`config.mk`:
```
export PLATFORM = sky130hd
export DESIGN_NAME = apbs_regfile
export DESIGN_NICKNAME = d
export VERILOG_FILES = /design/src/rtl/apbs_regfile.sv
export SDC_FILE = /design/constraint.sdc
export NUM_CORES = 1
export LEC_CHECK = 0
export ABC_AREA = 1
export ABC_CLOCK_PERIOD_IN_PS = 31100
export CORE_MARGIN = 3
export CORE_UTILIZATION = 45
export CTS_BUF_LIST = sky130_fd_sc_hd__clkbuf_4
export DETAILED_ROUTE_END_ITERATION = 10
export GPL_TIMING_DRIVEN = 1
export HOLD_SLACK_MARGIN = 0.02
export RECOVER_POWER = 50
export SYNTH_ARGS = -nofsm -noshare
export SYNTH_HDL_FRONTEND = slang
export SYNTH_SLANG_ARGS = --single-unit
```
`constraint.sdc`:
```
create_clock -name PCLK -period 31.1 [get_ports PCLK]
set_clock_uncertainty 0.05 [all_clocks]
set_input_delay 9.33 -clock PCLK [delete_from_list [all_inputs] [get_ports PCLK]]
set_output_delay 9.33 -clock PCLK [all_outputs]
set_load 0.05 [all_outputs]
```
`src/rtl/apbs_regfile.sv`:
```
// apbs_regfile: APB4 completer backed by a byte-strobed 32-bit register file.
// The completer inserts a fixed number of wait states and flags misaligned or
// out-of-range accesses with PSLVERR. PRDATA, PREADY and PSLVERR are registered.
module apbs_regfile #(
    parameter int DEPTH       = 16,
    parameter int WAIT_STATES = 1
) (
    input  logic        PCLK,
    input  logic        PRESET,
    input  logic [7:0]  PADDR,
    input  logic        PSEL,
    input  logic        PENABLE,
    input  logic        PWRITE,
    input  logic [31:0] PWDATA,
    input  logic [3:0]  PSTRB,
    output logic [31:0] PRDATA,
    output logic        PREADY,
    output logic        PSLVERR
);

    typedef enum logic [0:0] {
        IDLE   = 1'b0,
        ACCESS = 1'b1
    } state_t;

    state_t      state_r;
    logic [5:0]  idx_r;
    logic        wr_r;
    logic        err_r;
    logic [31:0] wdata_r;
    logic [3:0]  strb_r;
    logic [2:0]  cnt_r;
    logic [31:0] regs_r [DEPTH];

    logic        setup_s;
    logic        complete_s;
    logic        setup_err_s;
    logic [5:0]  rd_idx_s;
    logic        rd_err_s;
    logic        rd_wr_s;
    logic [31:0] rd_word_s;
    logic [31:0] rsp_data_s;
    logic        do_write_s;

    // Misaligned byte address or word index beyond the implemented registers.
    function automatic logic addr_err(input logic [7:0] addr);
        return (addr[1:0] != 2'b00) || ({1'b0, addr[7:2]} >= 7'(DEPTH));
    endfunction

    // Phase decode and write qualification from the latched transfer.
    always_comb begin
        setup_s     = PSEL & ~PENABLE;
        complete_s  = PSEL & PENABLE & PREADY;
        setup_err_s = addr_err(PADDR);
        do_write_s  = (state_r == ACCESS) & complete_s & wr_r & ~err_r;
    end

    // Response source: live bus when PREADY is raised at setup (no wait states),
    // latched values otherwise.
    always_comb begin
        if (state_r == IDLE) begin
            rd_idx_s = PADDR[7:2];
            rd_err_s = setup_err_s;
            rd_wr_s  = PWRITE;
        end else begin
            rd_idx_s = idx_r;
            rd_err_s = err_r;
            rd_wr_s  = wr_r;
        end
    end

    // Read mux over the register file; errored reads and writes return zero.
    always_comb begin
        rd_word_s = 32'h0000_0000;
        for (int i = 0; i < DEPTH; i++) begin
            rd_word_s = (rd_idx_s == 6'(i)) ? regs_r[i] : rd_word_s;
        end
        if (rd_err_s || rd_wr_s) begin
            rsp_data_s = 32'h0000_0000;
        end else begin
            rsp_data_s = rd_word_s;
        end
    end

    // Transfer FSM with registered PREADY/PSLVERR/PRDATA and wait-state counter.
    always_ff @(posedge PCLK or posedge PRESET) begin
        if (PRESET) begin
            state_r <= IDLE;
            idx_r   <= 6'd0;
            wr_r    <= 1'b0;
            err_r   <= 1'b0;
            wdata_r <= 32'h0000_0000;
            strb_r  <= 4'h0;
            cnt_r   <= 3'd0;
            PRDATA  <= 32'h0000_0000;
            PREADY  <= 1'b0;
            PSLVERR <= 1'b0;
        end else begin
            case (state_r)
                IDLE: begin
                    if (setup_s) begin
                        state_r <= ACCESS;
                        idx_r   <= PADDR[7:2];
                        wr_r    <= PWRITE;
                        err_r   <= setup_err_s;
                        wdata_r <= PWDATA;
                        strb_r  <= PSTRB;
                        cnt_r   <= 3'(WAIT_STATES);
                        if (WAIT_STATES == 0) begin
                            PREADY  <= 1'b1;
                            PSLVERR <= setup_err_s;
                            PRDATA  <= rsp_data_s;
                        end else begin
                            PREADY  <= 1'b0;
                            PSLVERR <= 1'b0;
                            PRDATA  <= 32'h0000_0000;
                        end
                    end else begin
                        PREADY  <= 1'b0;
                        PSLVERR <= 1'b0;
                        PRDATA  <= 32'h0000_0000;
                    end
                end
                ACCESS: begin
                    if (!PSEL) begin
                        // Master abandoned the transfer.
                        state_r <= IDLE;
                        PREADY  <= 1'b0;
                        PSLVERR <= 1'b0;
                        PRDATA  <= 32'h0000_0000;
                    end else if (PREADY) begin
                        if (PENABLE) begin
                            state_r <= IDLE;
                            PREADY  <= 1'b0;
                            PSLVERR <= 1'b0;
                            PRDATA  <= 32'h0000_0000;
                        end else begin
                            state_r <= ACCESS;
                        end
                    end else begin
                        cnt_r <= cnt_r - 3'd1;
                        if (cnt_r == 3'd1) begin
                            PREADY  <= 1'b1;
                            PSLVERR <= err_r;
                            PRDATA  <= rsp_data_s;
                        end else begin
                            PREADY  <= 1'b0;
                        end
                    end
                end
                default: begin
                    state_r <= IDLE;
                    PREADY  <= 1'b0;
                    PSLVERR <= 1'b0;
                    PRDATA  <= 32'h0000_0000;
                end
            endcase
        end
    end

    // Register file: byte-lane writes on error-free write completion.
    always_ff @(posedge PCLK or posedge PRESET) begin
        if (PRESET) begin
            for (int i = 0; i < DEPTH; i++) begin
                regs_r[i] <= 32'h0000_0000;
            end
        end else begin
            for (int i = 0; i < DEPTH; i++) begin
                for (int b = 0; b < 4; b++) begin
                    if (do_write_s && (idx_r == 6'(i)) && strb_r[b]) begin
                        regs_r[i][8*b +: 8] <= wdata_r[8*b +: 8];
                    end
                end
            end
        end
    end

endmodule

```
**Word level (Yosys, flattened, before mapping)**

Index checks and enable logic that the tools add are counted.

- Register bits: 594
- Bits in latches: 0
- Memory bits (writable): 0
- Memory bits (read-only): 0
- Input port bits: 49
- Output and inout bits: 34
- Word-level logic and storage cells: 252
- Memories: 0

- Add/sub/neg operators: 1
- $mul: 0
- Div/mod/pow operators: 0
- Magnitude comparators: 1
- Eq/ne operators: 36
- Shifts and indexed selects: 0
- Mux-type cells: 43
- Bitwise logic cells: 9
- Reductions and logical operators: 88

Operators with widths:

| kind | count |
|---|---|
| two-way mux 32 bit | 21 |
| equality test 6 x 4 -> 1 bit, second input constant | 16 |
| logical AND 1 bit | 80 |
| case mux 32 bit (2 select lines) | 1 |
| equality test 6 x 3 -> 1 bit, second input constant | 8 |
| equality test 6 x 2 -> 1 bit, second input constant | 4 |
| two-way mux 1 bit | 13 |
| equality test 6 x 1 -> 1 bit, second input constant | 2 |
| zero test 6 bit | 2 |
| two-way mux 3 bit | 3 |
| bitwise AND 1 bit | 6 |
| greater-or-equal comparator 6 x 5 -> 1 bit, second input constant | 1 |
| two-way mux 6 bit | 1 |
| inequality test 2 bit, second input constant | 3 |
| case mux 1 bit (2 select lines) | 3 |
| case mux 3 bit (2 select lines) | 1 |
| inequality test 4 x 3 -> 1 bit, second input constant | 1 |
| inequality test 4 bit, second input constant | 1 |
| AND reduction 2 bit | 2 |
| equality test 3 x 1 -> 1 bit, second input constant | 1 |
| NOT 1 bit | 3 |
| AND reduction 3 bit | 1 |
| subtractor 3 x 1 -> 3 bit, second input constant | 1 |
| logical OR 1 bit | 2 |
| nonzero test 2 bit | 1 |

**Depth between registers and ports, before layout**

Gate-level depths: netlist (run 1).

- Word-level depth: 23
- Gate-level depth with buffers: 19
- Gate-level depth less buffers: 17

**Worst setup path after synthesis (run 1)**

OpenSTA, ideal clock, no wires.

- Path kind: input port to flip-flop
- From: in PADDR[6]
- To: reg PRDATA[16]
- Library setup time: 0.118 ns
- Data arrival time: 10.715 ns
- Data required time: 30.932 ns
- Setup slack: 20.217 ns
- Cell stages on the path: 14
- Cell sequence: o21ai_0 -> nand2_1 -> nor2_4 -> nand2_2 -> nor2_4 -> inv_2 -> buf_6 -> or2_0 -> nand2_1 -> nand4_1 -> nor2_1 -> nand4_1 -> nand2_1 -> nand2_1

- Word-level cells in the longest chain between the ends: 23
- Elaborated cells between the ends (all ways): 42
- Those cells by class: 1 x order compare; 15 x eq/ne; 23 x mux; 3 x reduce/logical

Ends and longest elaborated chain:

| item | RTL line | RTL |
|---|---|---|
| from (decl) | 10 | `input logic [7:0] PADDR,` |
| two-way mux 6 bit | 61 | `if (state_r == IDLE) begin` |
| zero test 6 bit | 76 | `rd_word_s = (rd_idx_s == 6'(i)) ? regs_r[i] : rd_word_s;` |
| two-way mux 32 bit (16 in a row) | 76 |  |
| two-way mux 32 bit (*) | 78 | `if (rd_err_s \|\| rd_wr_s) begin` |
| two-way mux 32 bit (*) | 142 | `if (cnt_r == 3'd1) begin` |
| two-way mux 32 bit (*) | 131 | `end else if (PREADY) begin` |
| two-way mux 32 bit (*) | 125 | `if (!PSEL) begin` |
| case mux 32 bit (2 select lines) (*) | 99 | `case (state_r)` |
| to (signal assigned) | 112 | `PRDATA <= rsp_data_s;` |
| to (signal assigned) | 145 | `PRDATA <= rsp_data_s;` |
| to (decl) | 16 | `output logic [31:0] PRDATA,` |

Every way passes the cells marked *; elsewhere a longest branch is shown, timed or not. The select of a mux whose other input is x is not followed.
A chain may end at the register's enable or synchronous reset.

==> results of run 1 <==
## worst min-delay path, stage by stage (launching register included)
cell and delay, ps:
dfrtp_1 340, nand2_1 50, o21ai_0 60
## per-layer routing
layer	track usage [%]	vias to the layer above	part of all wire, %
li1	-	10420	-
met1	30.54	10520	43
met2	40.42	578	49
met3	4.239	143	4.5
met4	9.638	0	2.6
met5	0	-	0
## power by group
part / switching [uW] / internal (uW) / leakage (uW)
logic: 125 / 25.5 / 0.00401
registers: 5.89 / 787 / 0.00822
clock network: 320 / 364 / 0.00120
## cell type report
| cell class | count | share of cell area [%] |
|---|---|---|
| Antenna cell | 5 | 0.04282 |
| Clock buffer | 246 | 6.320 |
| Clock inverter | 24 | 0.4025 |
| Inverter | 182 | 2.342 |
| Multi-Input combinational cell | 2158 | 33.15 |
| Sequential cell | 594 | 50.87 |
| Tap cell | 765 | 3.276 |
| Timing Repair Buffer | 113 | 3.597 |
## cells by family after synthesis
logic type / Yosys count / share of synthesized area (%)
adder cells (fa/ha/maj): 2 / 0.09432
flip-flops: 594 / 56.04
AND/OR/NAND/NOR: 1504 / 25.16
buffers and inverters: 366 / 6.292
AO/OA/AOI/OAI: 652 / 12.42
## per-stage QoR
step	hold WS (ps)	utilization (%)	total power (uW)
floorplan	395.5	-	904.8
global placement	408.1	47.56	963.0
detailed placement	415.6	47.56	965.8
CTS	430.7	50.95	1655
global route	447.4	50.35	1709
finish	429.9	50.36	1626
## state kept, by name (all words and copies together) (netlist names)
register,count
strb_r,4
wdata_r,32
PSLVERR,1
cnt_r,3
PRDATA,32
err_r,1
PREADY,1
state_r,1
wr_r,1
idx_r,6
regs_r,512
## placed cells by master (no fill, tap or decap), types with 2 or more instances in the layout
| cell | instances |
|---|---|
| a21oi_1 | 57 |
| buf_4 | 26 |
| clkbuf_1 | 4 |
| clkbuf_4 | 246 |
| clkdlybuf4s50_1 | 80 |
| clkinv_1 | 18 |
| dfrtp_1 | 594 |
| diode_2 | 5 |
| dlygate4sd3_1 | 2 |
| ha_1 | 2 |
| inv_1 | 174 |
| inv_2 | 11 |
| nand2_1 | 1019 |
| nand2_2 | 4 |
| nand3_1 | 177 |
| nand3_4 | 6 |
| nand4_1 | 80 |
| nor2_1 | 151 |
| nor2_2 | 12 |
| nor2_4 | 3 |
| nor3_1 | 8 |
| nor3_2 | 7 |
| nor4_1 | 2 |
| o21ai_0 | 567 |
| o21ai_1 | 21 |
| o21bai_1 | 2 |
| or2_0 | 14 |
| or2_1 | 4 |
| or2_2 | 14 |
## worst min-delay path by stage
stage,from,end,slack (ps),cells past startpoint
after global routing,regs_r[194],regs_r[194],450,2
after CTS,regs_r[98],regs_r[98],430,2
after detailed placement,regs_r[220],regs_r[220],420,2
after global placement,regs_r[116],regs_r[116],410,2
after floorplan,regs_r[210],regs_r[210],400,2
final,regs_r[98],regs_r[98],430,2
==> reports/metrics.csv, run 1 <==
metric,value,unit
rrSetupSlack,25880,ps
start_kind,primary input,
placed_area,27600,um2
async_reset_ff_share,100.0,%
synth.net_count,3169,
drt-total-wl,72930,um
rsz0062_at_grt,no,
area_growth,10.16,%
drv_slew,243,
fin_ws,17220,ps
leakagePower,0.01343,uW
route.detailed.drc,0,
r2r_end,regs_r[19],
cts_made_buffers,158,
worst_slew_pin_slew,5559,ps
ys_ff_latch,594,
start_util,45.71,%
syn_area,26530,um2
tritoncts,built,
finalCritPeriodShare,44.63,%
crit_fanout,159,
rows,88,
syn_inst,3118,
relSlewSlack,-272.7,%
reg2reg_from,state_r,
dieArea,61890,um2
clk_latency,980,ps
wl_per_cell,17.84,um
place_ws,18530,ps
drt_iter0_drc,1731,
cp-startpoint,PRESET,
dp_hpwl,48390,um
drtPass1Iterations,7,
root_buffer,clkbuf_4,
finalSetupViolations,0,
hold_violations,0,
cts_hold_buffers,0,
gp_congestion,0.9017,
synth_seq_area_share,56.04,%
clock_path_buffers,3,
synth_edf_count,0,
crit_type,primary input to asynchronous set/reset pin,
ys.flop_type,dfrtp_1,
post-synth-top-count-cell,nand2_1,
grt_pass1_vias,21690,
max_stage_delay,3060,ps
vias_per_cell,5.298,
fp.coreArea,58030,um2
die_x,248.8,um
fillers,5630,
syn_avg_cell_area,8.507,um2
drive_gt1_share,10.13,%
synth_cell_types,36,
placedCellCount,3812,
slowest_stage,clkinvlp_2,
cts.sinks,594,
finalInstanceArea,29220,um2
cellPowerDensity,55.66,nW/um2
die-height,248.8,um
port_buffers,82,
multiInputGateArea,9687,um2
track_usage,23.91,%
vias,21650,
run_status,"complete, but fails checks",
gr-total-overflow,0,
seq_area,14860,um2
grt_max_degree,160,
antenna_found_initial,2,
synth.largest_area_cell,dfrtp_1,
ctsResizeCount,0,
max-cap-violations,4,
peakVddDrop,0.03514,mV
clock.fmax,0.07204,GHz
violations,"max-capacitance violations, max-slew violations",
synth_area_leaders,"dfrtp_1 56%, nand2_1 14%, o21ai_0 10%, nand3_1 2.9%, inv_1 2.5%",
reg2reg_depth,6,
finalWorstPathRequiredPeriod,13880,ps
fin_cells,4087,
crit_chain,dlygate4sd3_1 > clkinvlp_2 > buf_12 > buf_4,
synth_top_area_share,56.04,%
fin_nets,3258,
path_depth,4,
yosys-top-cells-count,"1019 x nand2_1, 594 x dfrtp_1, 542 x o21ai_0, 175 x inv_1, 157 x nor2_1",
cp-endpoint,regs_r[67],
grt_first_pass_wirelength,118200,um
min_path_type,register to register,
required,31970,ps
path_buf_inv,4,
ant_nets,0,
worst_ep_arrival_time,14750,ps
finalSetupTns,0,ps
end_kind,asynchronous set/reset pin,
clkTransAtPathRegs,60,ps
cpLargestDelayFamily,buffers and inverters,
post-cts-setup-buffers,0,
io_pins,83,
htree_levels,4,
yosys_warnings,0,
No activity file was read; power rests on OpenSTA's default activity.
==> run 2, diff against run 1 <==
--- a/config.mk
+++ b/config.mk
@@ -6,7 +6,7 @@
 export NUM_CORES = 1
 export LEC_CHECK = 0
 export ABC_AREA = 1
-export ABC_CLOCK_PERIOD_IN_PS = 31100
+export ABC_CLOCK_PERIOD_IN_PS = 11300
 export CORE_MARGIN = 3
 export CORE_UTILIZATION = 45
 export CTS_BUF_LIST = sky130_fd_sc_hd__clkbuf_4
==> constraint.sdc (replaced) <==
create_clock -name PCLK -period 11.3 [get_ports PCLK]
set_clock_uncertainty 0.05 [all_clocks]
set_input_delay 3.39 -clock PCLK [delete_from_list [all_inputs] [get_ports PCLK]]
set_output_delay 3.39 -clock PCLK [all_outputs]
set_load 0.05 [all_outputs]
==> run 2 against run 1 <==
The run still ends with max-capacitance violations, max-slew violations left. Die area unchanged. Critical path depth is 1 lower. Combinational power rose to 2.8 times the previous value. Worst hold slack got worse by 4.6 ps. Global-route usage fell by 0.14 points. Final area grew 0.35%. Clock power increased to 2.7 times the previous value. Via count rose by 0.26%. Worst setup slack worse by 14000 ps. Non-clock buffer count is 3 lower.
==> reports/metrics.csv, run 2 (synthesis results as in run 1) <==
metric,value,unit
run_status,"complete, but fails checks",
violations,"max-capacitance violations, max-slew violations",
wl_per_cell,17.73,um
fillers,5616,
worst_slew_pin_slew,4157,ps
largest_register_ffs,512,
port_buffers,82,
drtPass1Iterations,6,
p_comb_share,9.4,%
dp_hpwl,48210,um
vias_per_cell,5.313,
end_kind,asynchronous set/reset pin,
drt_iter0_drc,1793,
cellPowerDensity,152.4,nW/um2
clk_latency,990,ps
leakagePower,0.01341,uW
start_kind,primary input,
clock.fmax,0.1298,GHz
p_switching,1238,uW
hold_violations,0,
switching_share,27.70,%
power.internal,3230,uW
final_cell_mix,"1019 x nand2_1, 594 x dfrtp_1, 560 x o21ai_0",
htree_levels,4,
finalWorstPathRequiredPeriod,7706,ps
multiInputGateArea,9799,um2
area_growth,10.54,%
cts_hold_buffers,0,
final_common_cell,nand2_1,
ctsResizeCount,0,
grt_first_pass_wirelength,117600,um
relSlewSlack,-177.2,%
grt_pass1_vias,21580,
drive_gt1_share,10.14,%
seq_area,14860,um2
tritoncts,built,
dieArea,61890,um2
drv_slew,390,
track_usage,23.77,%
ant_nets,0,
peakVddDrop,0.09818,mV
finalSetupTns,0,ps
drt-total-wl,72430,um
max-cap-violations,6,
cts_made_buffers,159,
die_x,248.8,um
seqPwrFrac,48.8,%
crit_type,primary input to asynchronous set/reset pin,
antenna_found_initial,3,
fp.coreArea,58030,um2
rsz0062_at_grt,no,
fin_nets,3256,
min_path_type,register to register,
finalCritPeriodShare,68.19,%
grt_max_degree,188,
root_buffer,clkbuf_4,
crit_fanout,166,
required,11360,ps
largestRegisters,"regs_r x512, PRDATA x32, wdata_r x32",
regMostFlops,regs_r,
clock_path_buffers,3,
cts.sinks,594,
power_frac_clock,41.8,%
finalSetupViolations,0,
start_util,45.71,%
post-cts-setup-buffers,0,
die-height,248.8,um
gr-total-overflow,0,
clkTransAtPathRegs,60,ps
vias,21710,
rows,88,
final_util,50.53,%
route.detailed.drc,0,
gp_congestion,0.8525,
io_pins,83,
worst_ep_arrival_time,7770,ps
run 2: layout make-up:
cell class                      count  share of cell area [%]
Tap cell                          765                   3.264
Timing Repair Buffer              110                   3.542
Sequential cell                   594                   50.69
Antenna cell                        6                 0.05121
Inverter                          182                   2.334
Multi-Input combinational cell   2158                   33.42
Clock buffer                      237                   6.068
Clock inverter                     34                  0.6273
run 2: worst max-delay path: stages:
cell,delay (ps)
dlygate4sd3_1,550
clkinvlp_2,690
clkbuf_2,2930
run 2: path summary, 6_finish.rpt:
check                                from           to  slack [ps]  cells past startpoint
worst min-delay path            regs_r[7]    regs_r[7]         430                      2
worst min register to register  regs_r[7]    regs_r[7]         430                      2
worst max register to register    state_r     cnt_r[0]        6950                      6
worst max-delay path               PRESET  regs_r[192]        3590                      3
min in group asynchronous          PRESET       PREADY        3040                      2
max in group PCLK                    PSEL     cnt_r[0]        4580                      8
run 2: per-layer routing:
metal,vias to the layer above,GRT usage [%],routed length (um)
met4,0,10.57,2269
met5,-,0,0
met2,561,39.96,35790
met1,10590,30.28,31170
li1,10410,-,-
met3,147,4.030,3205
run 2: power groups by stage:
stage,registers [uW],logic (uW),clock network [uW]
after CTS,2180,441,1920
after global placement,2220,433,0
after global routing,2180,466,2040
after floorplan,2220,270,0
after detailed placement,2220,439,0
final,2180,420,1870
run 2: metrics by stage:
step	hold slack [ps]	total power, uW	std cells	setup WS (ps)	area (um2)
6_report	425.3	4468	4086	3594	29320
5_1_grt	448.4	4690	4086	2704	29320
4_1_cts	431.5	4544	4080	5509	29560
3_5_place_dp	414.9	2658	3809	4634	27600
3_3_place_gp	409.1	2651	3809	4687	27600
2_1_floorplan	395.5	2491	3118	-239.3	26530
==> run 3, diff against run 2 <==
--- a/config.mk
+++ b/config.mk
@@ -6,7 +6,7 @@
 export NUM_CORES = 1
 export LEC_CHECK = 0
 export ABC_AREA = 1
-export ABC_CLOCK_PERIOD_IN_PS = 11300
+export ABC_CLOCK_PERIOD_IN_PS = 7400
 export CORE_MARGIN = 3
 export CORE_UTILIZATION = 45
 export CTS_BUF_LIST = sky130_fd_sc_hd__clkbuf_4
==> constraint.sdc (replaced) <==
create_clock -name PCLK -period 7.4 [get_ports PCLK]
set_clock_uncertainty 0.05 [all_clocks]
set_input_delay 2.22 -clock PCLK [delete_from_list [all_inputs] [get_ports PCLK]]
set_output_delay 2.22 -clock PCLK [all_outputs]
set_load 0.05 [all_outputs]
==> run 3 against run 2 <==
The flow still finishes with violations (max-capacitance violations, max-slew violations). Worst hold slack improved by 2.3 ps. Via count fell by 0.80%. Power rose by 51%. Global-route usage fell by 0.31 points. Cell count barely moved.
==> reports/metrics.csv, run 3 (synthesis results as in run 1) <==
metric,value,unit
run_status,"complete, but fails checks",
largestRegisters,"regs_r x512, PRDATA x32, wdata_r x32",
ctsResizeCount,0,
worst_slew_pin_slew,2299,ps
clk_latency,1000,ps
hold_end,regs_r[201],
busiest_layer,met2,
tritoncts,built,
port_buffers,82,
finalSetupTns,0,ps
max-cap-violations,2,
drtPass1Iterations,6,
relSlewSlack,-53.24,%
min_path_type,register to register,
die_x,248.8,um
met2_usage,39.33,%
drive_gt1_share,10.84,%
gr-total-overflow,0,
clock_path_buffers,3,
start_util,45.71,%
io_pins,83,
seq_area,14860,um2
wl_per_cell,17.40,um
die-height,248.8,um
dp_hpwl,47410,um
fillers,5594,
rsz0062_at_grt,no,
rows,88,
finalCritPeriodShare,68.51,%
largest_register_ffs,512,
required,7950,ps
grt_pass1_vias,21460,
met3_usage,4.646,%
drv_slew,128,
fin_ws,2330,ps
crit_type,primary input to asynchronous set/reset pin,
multiInputGateArea,10020,um2
ant_nets,0,
worst_ep_arrival_time,5620,ps
clkTransAtPathRegs,60,ps
dieArea,61890,um2
grt_first_pass_wirelength,116600,um
cts.sinks,594,
violations,"max-capacitance violations, max-slew violations",
place_ws,1706,ps
finalPower,6769,uW
cellPowerDensity,229.2,nW/um2
cp-startpoint,PRESET,
drt-total-wl,71100,um
rrSetupSlack,3450,ps
cts_made_buffers,161,
reg2reg_from,idx_r[5],
crit_fanout,92,
antenna_found_initial,3,
track_usage,23.47,%
area_growth,11.34,%
r2r_end,PRDATA[16],
worstHoldStart,regs_r[201],
gp_congestion,0.8637,
post-cts-setup-buffers,0,
drt_iter0_drc,1844,
met1_usage,30.11,%
regMostFlops,regs_r,
root_buffer,clkbuf_4,
hold_violations,0,
vias,21540,
finalSetupViolations,0,
leakagePower,0.01342,uW
whs_path_depth,2,
finalWorstPathRequiredPeriod,5070,ps
cts_hold_buffers,0,
final_cell_mix,"1019 x nand2_1, 594 x dfrtp_1, 542 x o21ai_0",
final_common_cell,nand2_1,
grt_max_degree,184,
clock.fmax,0.1972,GHz
fp.coreArea,58030,um2
fin_nets,3260,
reg2reg_depth,16,
vias_per_cell,5.272,
route.detailed.drc,0,
htree_levels,4,
peakVddDrop,0.1493,mV
end_kind,asynchronous set/reset pin,
start_kind,primary input,
run 3: metrics by stage:
stage          hold WS (ps)  cell area (um2)  util, %  cells
6_report              427.5            29530    50.90   4085
5_1_grt               444.5            29530    50.89   4082
4_1_cts               430.6            29550    50.92   4078
3_5_place_dp          415.4            27640    47.64   3811
3_3_place_gp          408.3            27640    47.64   3811
2_1_floorplan         395.5            26530        -   3118
run 3: power by group:
group	internal [uW]	switching, uW
combinational	108	543
sequential	3310	24.5
clock	1460	1330
total	4870	1900
run 3: how the worst max path moves through the flow:
stage,to,slack (ps),cells after the start
2_1_floorplan,PRDATA[0],-2970,1
3_3_place_gp,PRDATA[17],1780,16
3_5_place_dp,PRDATA[5],1710,15
4_1_cts,PRDATA[20],2750,1
5_1_grt,PRDATA[19],1730,4
6_report,PRDATA[19],2330,4
run 3: layer usage:
layer / vias up / part of all wire [%]
met4: 0 / 2.6
met3: 146 / 4.9
met5: - / 0
met1: 10410 / 43
met2: 547 / 50
li1: 10430 / -
run 3: cell type report:
| type | instances | area share (%) |
|---|---|---|
| Sequential cell | 594 | 50.33 |
| Multi-Input combinational cell | 2158 | 33.92 |
| Clock buffer | 240 | 6.100 |
| Timing Repair Buffer | 112 | 3.690 |
| Tap cell | 765 | 3.241 |
| Inverter | 182 | 2.317 |
| Clock inverter | 27 | 0.3431 |
| Antenna cell | 7 | 0.05931 |
run 3: critical path, stage by stage:
cell	delay, ps
dlygate4sd3_1	550
clkinvlp_2	650
buf_12	410
clkbuf_2	1700
